### config.mk
export PLATFORM = sky130hd
export DESIGN_NAME = operand_fetch
export DESIGN_NICKNAME = d
export VERILOG_FILES = /design/src/rtl/operand_fetch.sv
export SDC_FILE = /design/constraint.sdc
export NUM_CORES = 2
export LEC_CHECK = 0
export BUFFER_PORTS_ARGS = -buffer_cell sky130_fd_sc_hd__buf_2
export CAP_MARGIN = 5
export CORE_MARGIN = 5
export CORE_UTILIZATION = 30
export DETAILED_ROUTE_END_ITERATION = 10
export GPL_ROUTABILITY_DRIVEN = 0
export RECOVER_POWER = 50
export SLEW_MARGIN = 10
export SYNTH_ARGS = -nofsm -noshare
export SYNTH_HDL_FRONTEND = slang
export SYNTH_SLANG_ARGS = --single-unit
### constraint.sdc
create_clock -name clk -period 8.35 [get_ports clk]
set_clock_uncertainty 0.05 [all_clocks]
set_input_delay 0.835 -clock clk [delete_from_list [all_inputs] [get_ports clk]]
set_output_delay 0.835 -clock clk [all_outputs]
set_load 0.005 [all_outputs]
### src/rtl/operand_fetch.sv
// Operand fetch / issue stage: 2**REG_AW x DATA_W register file, pending scoreboard, registered ALU bundle.
// Optional macro WB_BYPASS_EN forwards a same-cycle write-back into captured operands and hazard check.
module operand_fetch #(
  parameter int DATA_W = 32,
  parameter int REG_AW = 5,
  parameter int FUNC_W = 6
) (
  input  logic              clk,
  input  logic              rst_n,
  input  logic              in_valid,
  output logic              in_ready,
  input  logic [FUNC_W-1:0] in_func,
  input  logic [REG_AW-1:0] in_rs,
  input  logic [REG_AW-1:0] in_rt,
  input  logic [REG_AW-1:0] in_rd,
  output logic              out_valid,
  input  logic              out_ready,
  output logic [FUNC_W-1:0] out_func,
  output logic [DATA_W-1:0] out_a,
  output logic [DATA_W-1:0] out_b,
  output logic [REG_AW-1:0] out_rd,
  input  logic              wb_en,
  input  logic [REG_AW-1:0] wb_rd,
  input  logic [DATA_W-1:0] wb_data
);
  localparam int NREG = 1 << REG_AW;

  typedef struct packed {
    logic [FUNC_W-1:0] func;
    logic [DATA_W-1:0] a;
    logic [DATA_W-1:0] b;
    logic [REG_AW-1:0] rd;
  } iss_t;

  logic [NREG-1:0][DATA_W-1:0] rf;
  logic [NREG-1:0]             pend;
  iss_t                        iss_q, iss_d;
  logic                        vld_q;
  logic                        wb_act, accept, haz;
  logic                        byp_rs, byp_rt, byp_rd;
  logic                        busy_rs, busy_rt, busy_rd;

  assign wb_act = wb_en && (wb_rd != '0);

`ifdef WB_BYPASS_EN
  assign byp_rs = wb_act && (wb_rd == in_rs);
  assign byp_rt = wb_act && (wb_rd == in_rt);
  assign byp_rd = wb_act && (wb_rd == in_rd);
`else
  assign byp_rs = 1'b0;
  assign byp_rt = 1'b0;
  assign byp_rd = 1'b0;
`endif

  // pend[0] is never set, so index 0 cannot stall
  assign busy_rs = pend[in_rs] && !byp_rs;
  assign busy_rt = pend[in_rt] && !byp_rt;
  assign busy_rd = pend[in_rd] && !byp_rd;
  assign haz     = busy_rs || busy_rt || busy_rd;

  assign in_ready = (!vld_q || out_ready) && !haz;
  assign accept   = in_valid && in_ready;

  always_comb begin
    iss_d      = iss_q;
    iss_d.func = in_func;
    iss_d.rd   = in_rd;
    iss_d.a    = (in_rs == '0) ? '0 : (byp_rs ? wb_data : rf[in_rs]);
    iss_d.b    = (in_rt == '0) ? '0 : (byp_rt ? wb_data : rf[in_rt]);
  end

  always_ff @(posedge clk or negedge rst_n) begin
    if (!rst_n) begin
      vld_q <= 1'b0;
      iss_q <= '0;
    end else if (accept) begin
      vld_q <= 1'b1;
      iss_q <= iss_d;
    end else if (out_ready) begin
      vld_q <= 1'b0;
    end
  end

  // register file and scoreboard; a same-cycle set beats the write-back clear
  always_ff @(posedge clk or negedge rst_n) begin
    if (!rst_n) begin
      rf   <= '0;
      pend <= '0;
    end else begin
      if (wb_act) begin
        rf[wb_rd]   <= wb_data;
        pend[wb_rd] <= 1'b0;
      end
      if (accept && (in_rd != '0))
        pend[in_rd] <= 1'b1;
    end
  end

  assign out_valid = vld_q;
  assign out_func  = iss_q.func;
  assign out_a     = iss_q.a;
  assign out_b     = iss_q.b;
  assign out_rd    = iss_q.rd;
endmodule

* Word-level counts from Yosys, hierarchy flattened *
Index checks and enable logic that the tools add are counted.

storage, ports and cells
  bits in registers = 1132
  bits of input ports = 63
  output and inout port bits = 77
  logic and storage cells = 86

cells by class
  order comparisons = 6
  mux-type cells = 23
  bitwise logic cells = 3
  reductions and logical operators = 16

operators by type and width
  operator              number
  $bwmux W1024          1
  $bmux W32 S5          2
  $mux W32              7
  $demux W32 S5         1
  $and A32 B32 Y32      1
  $not A32 Y32          1
  $or A32 B32 Y32       1
  $lt A5 B6 Y1 const B  4
  $bmux W1 S5           3
  $demux W1 S5          2
  $ge A5 B1 Y1 const B  2
  $logic_not A5 Y1      2
  $reduce_bool A5 Y1    2
  $mux W1               7
  $logic_and A1 B1 Y1   6
  $logic_or A1 B1 Y1    3
  $logic_not A1 Y1      2
  $reduce_bool A2 Y1    1

* Depth between registers and ports, before layout *
  depth in word-level cells = 9
  mapped depth = 12
  gate-level depth less buffers = 7

* Least setup slack after synthesis *
Ideal clock, no wire load.

  kind = input to output
  start = input port in_rt[1]
  end = output port in_ready
  data arrival time = 3010 ps
  data required time = 7465 ps
  setup slack = 4455 ps
  stages on the path = 8
  path buffers = 3
  cells stage by stage = clkbuf_1 -> clkbuf_1 -> mux4_2 -> nand2b_1 -> o211ai_1 -> nand3_1 -> nor4_1 -> clkbuf_1

on the way
  word-level cells in the longest chain between the ends = 6

RTL lines
  what                             RTL line  source
  from (decl)                      14        input logic [REG_AW-1:0] in_rt,
  $bmux W1 S5                      57        assign busy_rt = pend[in_rt] && !byp_rt;
  $mux W1 (not written as such)    57
  $logic_or A1 B1 Y1 (2 in a row)  59        assign haz = busy_rs || busy_rt || busy_rd;
  $logic_not A1 Y1                 61        assign in_ready = (!vld_q || out_ready) && !haz;
  $logic_and A1 B1 Y1              61
  to (decl)                        11        output logic in_ready,

No other way between the ends. The select of a mux whose other input is x is not followed.

==> impl_metrics.csv <==
group,metric,value,unit
run_status,status,"finished, violations left",
run_status,violations,"max-capacitance violations, max-slew violations",
worst_setup_path,slowest_stage,"clkbuf_1",
yosys,netlist_area,58600,um^2
cts,cts_htree_levels,3,
layout,layout_commonest_cell,"dfrtp_1",
timing,period_share,58.6,%
global_routing,grt_max_degree,151,
drt,firstDrtPassIters,7,
yosys,synth.avg_cell_area,15.3,um^2
worst_setup_path,cp.arrival,4.63,ns
die,fp.dieH,452,um
worst_setup_path,end_kind,"async pin",
drt,ant_nets,0,
worst_setup_path,crit_chain,"buf_8 > clkbuf_1",
placed_design,io_buffers,139,
yosys,synth-seq-cells,1132,
cts,clockRootBuffer,"clkbuf_16",
layout,nFillCells,18684,
pwr,peakVddDrop,177,uV
worst_setup_path,required,8.09,ns
timing,max_freq,205,MHz
global_routing,grt_first_pass_wirelength,270000,um
timing,drv_slew,1137,
cts,insertion_delay,0.74,ns
yosys,syn_inst,3820,
placed_design,dp.cells,6122,
drt,vias,36020,
worst_setup_path,cpPeakStageDelay,3.14,ns
yosys,async_flop_share,100,%
layout,mostFrequentLayoutCells,"1132 x dfrtp_1, 1031 x mux2_2, 554 x mux4_2",
drt,drt_iter0_drc,3018,
die,ios,140,
cts,clkSinkCount,1132,
timing,setup_viol,0,
die,die-area,204000,um^2
layout,final_nets,3766,
cts,clk_pin_slew,0.06,ns
yosys,ys_warn_count,0,
cts,hold_buffers,0,
die,die_width,452,um
worst_setup_path,start_kind,"primary input",
flow_run,maxCapViolCount,17,
placed_design,dpl.hpwl,96400,um
drt,wirelength,184000,um
cts,cts.repair.resized,0,
yosys,synth.top_cells.by_area,"dfrtp_1 48%, mux4_2 21%, mux2_2 20%",
layout,drive_gt1_share,53.8,%
cts,numCtsBuffers,121,
timing,finalSetupTns,0,ns
timing,hold_viol_final,0,
pwr,power_leakage,27.9,nW
worst_setup_path,timing.critical_path.buf_inv,2,
cts,tritoncts,"done",
drt,wl_per_cell,28.9,um
timing,slew_headroom,-196,%
hold_path,holdCritPathClass,"primary input to async pin",
cts,postCtsSetupBuffers,0,
timing,rsz0062_at_grt,"no",
yosys,synth_flop_cell,"dfrtp_1",
yosys,synth-edff-count,0,
die,initial_core_util,30.1,%
timing,min_period,4.89,ns
pwr,power_density,254,nW/um^2
yosys,yosys.area.top_type_share,48.4,%
global_routing,grt_antenna_before_repair,19,
cts,cts_buffer_depth,3,
drt,remaining_drc_errors,0,
worst_setup_path,criticalPathCategory,"primary input to async pin",
layout,area_growth,12.2,%
die,core,195000,um^2
yosys,synth_nets,3883,
worst_setup_path,crit_family,"buffers and inverters",
global_routing,first_global_vias,37896,
global_routing,grt_usage,17.8,%
yosys,ys_types,39,
die,num_rows,162,
global_routing,grt_overflow,0,
timing,tightestPinTransition,4.43,ns
pwr,finalPower,16.7,mW
drt,viasPerCell,5.67,
worst_setup_path,cp_max_fo,86,
yosys,yosys.area.top_type,"dfrtp_1",
yosys,ys_seq_area_share,48.4,%
layout,final_cells,6355,
stage by stage:
step           util [%]  hold slack, ns  setup WS, ns  cell area, um^2
4_1_cts            33.9          0.0582          3.86            65900
5_1_grt            33.8          0.0927          2.36            65700
6_report           33.8          0.0671          3.46            65700
3_3_place_gp       31.7           0.326          3.13            61700
3_5_place_dp       31.7           0.333          3.16            61700
2_1_floorplan         -           0.391          4.45            58600
registers in the layout, indices dropped and copies added, names as in the netlist:
| register | flops |
|---|---|
| out_a | 32 |
| out_b | 32 |
| out_func | 6 |
| out_rd | 5 |
| out_valid | 1 |
| pend | 32 |
| rf | 1024 |
per-layer routing:
| layer | wire length, um | GRT usage [%] | up-vias |
|---|---|---|---|
| li1 | - | - | 14554 |
| met1 | 74200 | 23.2 | 19722 |
| met2 | 90100 | 29.5 | 1400 |
| met3 | 12000 | 2.97 | 342 |
| met4 | 7200 | 7.11 | 2 |
| met5 | 12 | 0 | - |
kinds of logic (layout without fill, tap and decap cells):
| group | after synthesis | after routing | share of synthesized area (%) |
|---|---|---|---|
| other cells | 0 | 6 | 0 |
| simple gates | 226 | 226 | 1.76 |
| mux | 1657 | 1657 | 42.7 |
| compound gates | 345 | 345 | 4.12 |
| buf+inv | 460 | 447 | 3.06 |
| flops | 1132 | 1132 | 48.4 |
final timing paths:
path / from / end / slack, ns / depth (start not counted)
worst min-delay path: rst_n / out_a[9] / 0.07 / 1
worst min register to register: rf[25] / rf[25] / 0.34 / 0
worst max register to register: pend[7] / out_a[23] / 4.54 / 8
worst max-delay path: rst_n / rf[39] / 3.46 / 2
max in group clk: wb_rd[3] / rf[887] / 3.58 / 5
min in group clk: in_func[3] / out_func[3] / 0.28 / 2
cell type report:
class / count / area [um^2] / area share (%)
Antenna cell: 6 / 15.0 / 0.0228
Clock buffer: 172 / 3440 / 5.23
Clock inverter: 55 / 772 / 1.17
Inverter: 17 / 63.8 / 0.0971
Multi-Input combinational cell: 2228 / 28700 / 43.7
Sequential cell: 1132 / 28300 / 43.1
Tap cell: 2542 / 3180 / 4.84
Timing Repair Buffer: 203 / 1210 / 1.85
synthesized netlist by cell type (all sizes together), types with 11 or more instances:
cell type     n
dfrtp      1132
mux2       1070
mux4        554
clkbuf      320
a22oi       203
buf         123
a21oi       101
nor2         88
nand2        69
mux2i        33
a32o         31
inv          17
nand2b       13
nor2b        11
power by group:
group	leakage, nW	internal, mW	switching [mW]
clock network	2.08	3.39	2.34
registers	14.5	6.64	0.860
logic	11.3	2.10	1.35
worst register-to-register path: cells and delay by family, from the launching register on:
family	cells	cell delay [ns]
buf+inv	1	0.61
mux	3	1.25
simple gates	3	1.20
compound gates	1	0.12
flops	1	0.44
Power figures use the tool's default switching activity.
